### src/rtl/seq_pkg.sv
// Shared definitions for the 4-bit sequence frame.
// Used by both the checker and the generator.
package seq_pkg;

    typedef enum logic [2:0] {
        IDLE  = 3'd0,
        UP1   = 3'd1,
        DN1   = 3'd2,
        UP2   = 3'd3,
        DN2   = 3'd4,
        FLUSH = 3'd5
    } state_t;

    localparam logic [3:0] UP1_MAX = 4'd12;
    localparam logic [3:0] DN1_MIN = 4'd0;
    localparam logic [3:0] UP2_MAX = 4'd9;
    localparam logic [3:0] DN2_MIN = 4'd3;

    localparam int         FRAME_LEN = 40;
    localparam logic [5:0] LAST_POS  = 6'd39;

endpackage

### src/rtl/seq_exp_next.sv
// Next expected symbol and phase from the current phase and symbol.
// Pure combinational; shared with the generator.
module seq_exp_next
    import seq_pkg::*;
(
    input  logic [2:0] i_state,
    input  logic [3:0] i_exp,
    output logic [2:0] o_state,
    output logic [3:0] o_exp,
    output logic       o_last
);

    state_t     w_state;
    logic [3:0] w_exp;
    logic       w_last;

    always_comb begin
        w_state = state_t'(i_state);
        w_exp   = i_exp;
        w_last  = 1'b0;
        case (state_t'(i_state))
            IDLE, UP1: begin
                if (i_exp == UP1_MAX) begin
                    w_state = DN1;
                    w_exp   = UP1_MAX - 4'd1;
                end else begin
                    w_state = UP1;
                    w_exp   = i_exp + 4'd1;
                end
            end
            DN1: begin
                if (i_exp == DN1_MIN) begin
                    w_state = UP2;
                    w_exp   = DN1_MIN + 4'd1;
                end else begin
                    w_exp = i_exp - 4'd1;
                end
            end
            UP2: begin
                if (i_exp == UP2_MAX) begin
                    w_state = DN2;
                    w_exp   = UP2_MAX - 4'd1;
                end else begin
                    w_exp = i_exp + 4'd1;
                end
            end
            DN2: begin
                if (i_exp == DN2_MIN) begin
                    w_state = IDLE;
                    w_exp   = 4'd0;
                    w_last  = 1'b1;
                end else begin
                    w_exp = i_exp - 4'd1;
                end
            end
            default: begin
                w_state = state_t'(i_state);
                w_exp   = i_exp;
            end
        endcase
    end

    assign o_state = w_state;
    assign o_exp   = w_exp;
    assign o_last  = w_last;

endmodule

### config.mk
export PLATFORM = sky130hd
export DESIGN_NAME = seq_exp_next
export DESIGN_NICKNAME = d
export VERILOG_FILES = /design/src/rtl/seq_pkg.sv /design/src/rtl/seq_exp_next.sv
export SDC_FILE = /design/constraint.sdc
export NUM_CORES = 1
export LEC_CHECK = 0
export CORE_AREA = 4 4 41 43
export DETAILED_ROUTE_END_ITERATION = 16
export DIE_AREA = 0 0 45 47
export GPL_ROUTABILITY_DRIVEN = 0
export PLACE_DENSITY_LB_ADDON = 0.25
export SYNTH_ARGS = -nofsm -noshare
export SYNTH_HDL_FRONTEND = slang
export SYNTH_SLANG_ARGS = --single-unit
### constraint.sdc
create_clock -name vclk -period 5.32
set_clock_uncertainty 0.05 [all_clocks]
set_input_delay 1.064 -clock vclk [all_inputs]
set_output_delay 1.064 -clock vclk [all_outputs]
set_load 0.02 [all_outputs]
==> impl_metrics.json, run 1 <==
{
  "antenna_found_initial": 0,
  "ir_worst_vdd_mv": 0.0410,
  "grt_max_degree": 17,
  "routedWlPerCell_um": 13.5,
  "vias": 502,
  "final-setup-viol-count": 0,
  "status": "finished clean",
  "grt_pass1_wl_um": 1920,
  "ys_types": 32,
  "syn_to_final_growth_pct": 33.6,
  "coreArea_um2": 1300,
  "p_per_area_nw_per_um2": 90.0,
  "hpwl_um": 885,
  "tightest_slew_ns": 0.601,
  "hold_viol": 0,
  "wirelength_um": 1160,
  "first_iter_violations": 13,
  "finalSetupTns_ns": 0,
  "fin_util": 0.436,
  "die_h_um": 47,
  "pwr-share-comb": 1.000,
  "post_synth_fa_ha_maj_area_fraction": 0.118,
  "detail_route.first_pass.iterations": 4,
  "place_ws_ns": 0.525,
  "path_class": "input port to output pin",
  "synth_compound_area_frac": 0.345,
  "cts_resized": 0,
  "p_leak_nw": 0.216,
  "synth_xor_area_frac": 0,
  "postCtsSetupRepairBufs": 0,
  "min_period_ns": 4.80,
  "initial_core_util": 0.326,
  "die_area_um2": 2120,
  "slew_viol_final": 0,
  "wl_met2_um": 535,
  "synth_top_family_by_area": "simple AND/OR/NAND/NOR gates",
  "grt_pass1_vias": 441,
  "start_kind": "input port",
  "placementRows": 13,
  "cp.required_ns": 4.21,
  "finalPower_mw": 0.0510,
  "grt_usage": 0.116,
  "cts_hold_buf": 0,
  "diodes": 0,
  "io_buffers": 15,
  "drc_errors": 0,
  "nets": 84,
  "syn_avg_cell_area_um2": 7.07,
  "crit_fanout": 6,
  "synth-simple-area-share": 0.448,
  "hold_path.class": "input port to output pin",
  "fin_ws_ns": 0.522,
  "io_pins": 15,
  "dr.max_layer_used": "met4",
  "seqCellArea_um2": 0,
  "p_int_mw": 0.0243,
  "wl_met3_um": 43,
  "ys_warn_count": 0,
  "grt.overflow.total": 0,
  "maxSlewHeadroom": 0.593,
  "rsz0062_at_grt": "false",
  "seq_cell_count": 0,
  "max_freq_mhz": 208,
  "met1_length_um": 570,
  "net-switching-power_mw": 0.0267,
  "die_x_um": 45,
  "ant_nets": 0,
  "syn_nets": 71,
  "syn_area_um2": 424,
  "clkbuf_count": 0,
  "clockPowerShare": 0,
  "end_kind": "output pin",
  "p_sw_frac": 0.524,
  "fin_crit_sh": 0.902,
  "cap_violations": 0,
  "yosys-mux-area-fraction": 0,
  "power_frac_seq": 0,
  "ys_seq_area_frac": 0,
  "avgViaCountPerCell": 5.84,
  "drive_gt1_frac": 0.0704,
  "critPathArrivalTime_ns": 3.68,
  "synth_cells": 60
}
[routing by layer]
layer	track usage	up-vias
met5	0	-
met3	0.00383	2
met1	0.164	236
met2	0.198	10
met4	0.0175	0
li1	-	254
[power by group through the flow]
stage	sequential [mW]	combinational (mW)	clock, mW
floorplan	0	0.0303	0
global placement	0	0.0503	0
detailed placement	0	0.0507	0
CTS	0	0.0510	0
global route	0	0.0555	0
finish	0	0.0510	0
[placed cells by master, fill, tap and decap left out]
cell             netlist  layout
or2_2                  1       1
nor4b_1                1       1
nor3b_2                2       2
nor2b_1                3       3
o22ai_2                1       1
nand2b_1               2       2
nand2_1                2       2
or3b_4                 1       1
o21ai_0                2       2
ha_1                   4       4
o31ai_1                2       2
a32oi_1                1       1
or3b_1                 1       1
a211oi_1               1       1
nor3_1                 1       1
and3_1                 1       1
nand4b_1               1       1
nor2_1                 8       8
a221o_1                1       1
o22ai_1                2       2
nor3b_1                2       2
a31oi_1                3       3
inv_1                  3       3
a21o_1                 1       1
clkdlybuf4s50_1        0      15
and2_1                 1       1
a311oi_1               2       2
a221oi_1               1       1
and4b_1                2       2
a21oi_1                2       2
a21boi_0               1       1
[cells in the mapped netlist (2+ instances only)]
| library cell | count | area [um^2] |
|---|---|---|
| a311oi_1 | 2 | 17.5 |
| o21ai_0 | 2 | 10.0 |
| and4b_1 | 2 | 20.0 |
| nand2_1 | 2 | 7.51 |
| buf_2 | 3 | 15.0 |
| a31oi_1 | 3 | 18.8 |
| nor2_1 | 8 | 30.0 |
| nor3b_2 | 2 | 25.0 |
| nor2b_1 | 3 | 18.8 |
| ha_1 | 4 | 50.1 |
| o31ai_1 | 2 | 15.0 |
| nand2b_1 | 2 | 12.5 |
| o22ai_1 | 2 | 12.5 |
| inv_1 | 3 | 11.3 |
| a21oi_1 | 2 | 10.0 |
| nor3b_1 | 2 | 15.0 |
[area by class of cell]
class	instances	area (um^2)
Inverter	3	11.3
Timing Repair Buffer	15	150
Multi-Input combinational cell	53	387
Fill cell	144	734
Tap cell	15	18.8
[metrics by stage]
stage                     hold slack [ns]  instance area, um^2  cells
after floorplan                      2.26                  424     60
after global placement               3.30                  567     86
after detailed placement             3.29                  567     86
after CTS                            3.30                  567     86
after global routing                 3.38                  567     86
final                                3.29                  567     86
[kinds of logic (layout without fill, tap and decap cells)]
family                   Yosys count  count (layout)
adder cells (fa/ha/maj)            4               4
AO/OA/AOI/OAI                     20              20
buffers and inverters              7              18
AND/OR/NAND/NOR                   29              29
[final timing paths]
path | startpoint | to | slack, ns | cells after the start
max | i_exp[1] | o_exp[2] | 0.52 | 8
min | i_exp[1] | o_exp[1] | 3.29 | 4
[worst max-delay path: stages]
cell	delay (ns)
clkdlybuf4s50_1	0.56
inv_1	0.11
ha_1	0.20
and4b_1	0.21
nor4b_1	0.56
a221oi_1	0.17
a31oi_1	0.18
clkdlybuf4s50_1	0.63
No activity file was read; power rests on OpenSTA's default activity.
==> run 2, diff against run 1 <==
==> constraint.sdc (replaced) <==
create_clock -name vclk -period 4.6
set_clock_uncertainty 0.05 [all_clocks]
set_input_delay 0.92 -clock vclk [all_inputs]
set_output_delay 0.92 -clock vclk [all_outputs]
set_load 0.02 [all_outputs]
==> impl_metrics.json, run 2 (synthesis gave the netlist of run 1 again) <==
{
  "fin_util": 0.452,
  "vias": 502,
  "crit_fanout": 6,
  "seqCellArea_um2": 0,
  "multi_input_area_um2": 393,
  "antenna_found_initial": 0,
  "io_buffers": 15,
  "path_class": "input port to output pin",
  "tightest_slew_ns": 0.544,
  "clkbuf_count": 0,
  "die_h_um": 47,
  "detail_route.first_pass.iterations": 4,
  "rsz0062_at_grt": "false",
  "min_period_ns": 4.25,
  "finalSetupTns_ns": 0,
  "end_kind": "output pin",
  "grt_max_degree": 13,
  "final_cell_mix": "clkdlybuf4s50_1 (15), nor2_1 (8), ha_1 (4)",
  "cap_violations": 0,
  "critPathTopFamily": "buffers and inverters",
  "initial_core_util": 0.326,
  "final-setup-viol-count": 0,
  "drc_errors": 0,
  "max_freq_mhz": 235,
  "status": "finished clean",
  "fin_crit_sh": 0.925,
  "ir_worst_vdd_mv": 0.0422,
  "crit_top_cell": "clkdlybuf4s50_1",
  "layout.cells.non_filler": 88,
  "syn_to_final_growth_pct": 38.6,
  "grt_usage": 0.104,
  "postCtsSetupRepairBufs": 0,
  "p_leak_nw": 0.228,
  "grt_pass1_wl_um": 1730,
  "nets": 86,
  "cp_num_buf_inv": 3,
  "p_per_area_nw_per_um2": 103,
  "seq_cell_count": 0,
  "worst_path_max_delay_cell": "clkdlybuf4s50_1",
  "routedWlPerCell_um": 12.7,
  "diodes": 0,
  "wirelength_um": 1120,
  "avgViaCountPerCell": 5.70,
  "cp.required_ns": 3.63,
  "critPathArrivalTime_ns": 3.28,
  "hold_viol": 0,
  "placed_cells": 88,
  "die_area_um2": 2120,
  "die_x_um": 45,
  "fill_cells": 134,
  "grt.overflow.total": 0,
  "grt_pass1_vias": 406,
  "holdWs_ns": 3.02,
  "slew_viol_final": 0,
  "start_kind": "input port",
  "hpwl_um": 920,
  "maxSlewHeadroom": 0.634,
  "drive_gt1_frac": 0.110,
  "layout_commonest_cell": "clkdlybuf4s50_1",
  "first_iter_violations": 9,
  "hold_path.class": "input port to output pin",
  "cp_slowest_stage_delay_ns": 0.62,
  "finalPower_mw": 0.0604,
  "ant_nets": 0,
  "path_cells": "clkdlybuf4s50_1 -> inv_1 -> ha_1 -> and4b_1 -> nor4b_2 -> a221oi_1 -> a31oi_1 -> clkdlybuf4s50_1",
  "placementRows": 13,
  "io_pins": 15,
  "coreArea_um2": 1300
}
==> run 2: path summary, 6_finish.rpt <==
check / startpoint / endpoint / slack, ns / cells past startpoint
setup / recovery: i_exp[1] / o_exp[2] / 0.35 / 8
hold / removal: i_exp[1] / o_exp[1] / 3.02 / 4
==> run 2: final cells by class <==
type | instances | area share
inverters | 3 | 0.0191
repair buffers | 17 | 0.281
well taps | 15 | 0.0319
multi-input cells | 53 | 0.668
==> run 2: stage by stage <==
step	area [um^2]	worst slack [ns]
final	588	0.345
after global placement	582	0.221
after floorplan	424	1.34
after global routing	588	0.154
after CTS	582	0.176
after detailed placement	582	0.190
==> run 2: where the power goes <==
part / switching [mW] / internal (mW) / total [mW]
sequential: 0 / 0 / 0
combinational: 0.0309 / 0.0295 / 0.0604
clock: 0 / 0 / 0
==> run 2: worst min-delay path, delay by kind of cell <==
kind | cells | cell delay, ns
buffers and inverters | 2 | 1.04
and+or+nand+nor | 1 | 0.14
AOI/OAI and AO/OA | 1 | 0.05
==> run 2: metal layers <==
layer,wire length [um],global-route usage,part of all wire
met5,0,0,0
met4,0,0,0
met3,45,0.0115,0.040
met2,541,0.198,0.48
met1,534,0.133,0.48
==> run 2: repair_timing <==
action	CTS	global route
resized for setup	0	1
setup endpoints to repair	0	1
hold buffers	0	0
==> run 3, diff against run 2 <==
--- a/config.mk
+++ b/config.mk
@@ -10,6 +10,8 @@
 export DIE_AREA = 0 0 45 47
 export GPL_ROUTABILITY_DRIVEN = 0
 export PLACE_DENSITY_LB_ADDON = 0.25
+export SETUP_SLACK_MARGIN = 0.5
+export SLEW_MARGIN = 20
 export SYNTH_ARGS = -nofsm -noshare
 export SYNTH_HDL_FRONTEND = slang
 export SYNTH_SLANG_ARGS = --single-unit
==> impl_metrics.json, run 3 (synthesis gave the netlist of run 1 again) <==
{
  "start_kind": "input port",
  "hold_viol": 0,
  "min_period_ns": 3.98,
  "critPathArrivalTime_ns": 3.01,
  "clkbuf_count": 0,
  "nets": 86,
  "max_freq_mhz": 251,
  "fill_cells": 138,
  "ir_worst_vdd_mv": 0.0401,
  "place_ws_ns": 0.190,
  "syn_to_final_growth_pct": 40.1,
  "p_per_area_nw_per_um2": 98.7,
  "initial_core_util": 0.326,
  "die_area_um2": 2120,
  "routedWlPerCell_um": 13.3,
  "die_x_um": 45,
  "p_leak_nw": 0.254,
  "cap_violations": 0,
  "status": "finished clean",
  "io_pins": 15,
  "hpwl_um": 920,
  "diodes": 0,
  "cp_slowest_stage_delay_ns": 0.51,
  "grt_max_degree": 13,
  "detail_route.first_pass.iterations": 3,
  "placementRows": 13,
  "coreArea_um2": 1300,
  "fin_ws_ns": 0.622,
  "critPathTopFamily": "buffers and inverters",
  "slew_viol_final": 0,
  "seq_cell_count": 0,
  "seqCellArea_um2": 0,
  "avgViaCountPerCell": 5.65,
  "antenna_found_initial": 0,
  "cts_hold_buf": 0,
  "final_cell_mix": "clkdlybuf4s50_1 (10), nor2_1 (8), ha_1 (4), dlygate4sd2_1 (4)",
  "grt_pass1_wl_um": 1730,
  "end_kind": "output pin",
  "final-setup-viol-count": 0,
  "path_class": "input port to output pin",
  "layout_commonest_cell": "clkdlybuf4s50_1",
  "fin_crit_sh": 0.865,
  "fin_util": 0.457,
  "cp_num_buf_inv": 3,
  "ant_nets": 0,
  "vias": 497,
  "maxSlewHeadroom": 0.616,
  "die_h_um": 47,
  "path_cells": "clkdlybuf4s50_1 -> inv_1 -> ha_1 -> nor3b_2 -> o22ai_2 -> a221oi_1 -> a31oi_1 -> dlygate4sd2_1",
  "hold_path.class": "input port to output pin",
  "io_buffers": 15,
  "rsz0062_at_grt": "true",
  "wirelength_um": 1170,
  "tightest_slew_ns": 0.570,
  "cp.required_ns": 3.63,
  "worst_path_max_delay_cell": "clkdlybuf4s50_1",
  "crit_fanout": 6,
  "drive_gt1_frac": 0.110,
  "grt_usage": 0.104,
  "finalSetupTns_ns": 0,
  "first_iter_violations": 7,
  "grt.overflow.total": 0,
  "postCtsSetupRepairBufs": 0,
  "grt_pass1_vias": 407,
  "drc_errors": 0
}
run 3: cell count changes in the layout (fill, tap and decap cells not counted), sizes merged:
cell	previous run	this run
dlygate4sd2	0	4
dlymetal6s2s	0	1
clkdlybuf4s50	15	10
run 3: timing repair:
item | in CTS | in global routing
gates resized for setup | 5 | 2
hold endpoints to repair | 0 | 0
setup endpoints to repair | 4 | 2
run 3: routing by layer:
layer | wire length, um | track usage | vias to the layer above
met5 | 0 | 0 | -
li1 | - | - | 258
met2 | 588 | 0.198 | 7
met3 | 40 | 0.0115 | 0
met1 | 538 | 0.133 | 232
met4 | 0 | 0 | 0
run 3: layout make-up:
cell class / count / area, um^2 / area share
inverter: 3 / 11.3 / 0.0189
multi-input combinational: 53 / 402 / 0.676
tap: 15 / 18.8 / 0.0316
timing repair buffer: 17 / 163 / 0.274
run 3: where the power goes:
group	internal [mW]	switching [mW]
registers	0	0
clock network	0	0
logic	0.0271	0.0316
run 3: path summary, 6_finish.rpt:
path	from	endpoint	slack, ns	cells past startpoint
max	i_exp[0]	o_exp[2]	0.62	8
min	i_exp[0]	o_exp[0]	2.78	4
run 3: through the flow:
stage | hold WS [ns] | power (mW) | instances | instance area (um^2)
after global placement | 3.02 | 0.0597 | 88 | 582
final | 2.78 | 0.0586 | 88 | 594
after detailed placement | 3.03 | 0.0598 | 88 | 582
after global routing | 2.84 | 0.0633 | 88 | 594
after CTS | 2.82 | 0.0575 | 88 | 583
after floorplan | 1.97 | 0.0350 | 60 | 424
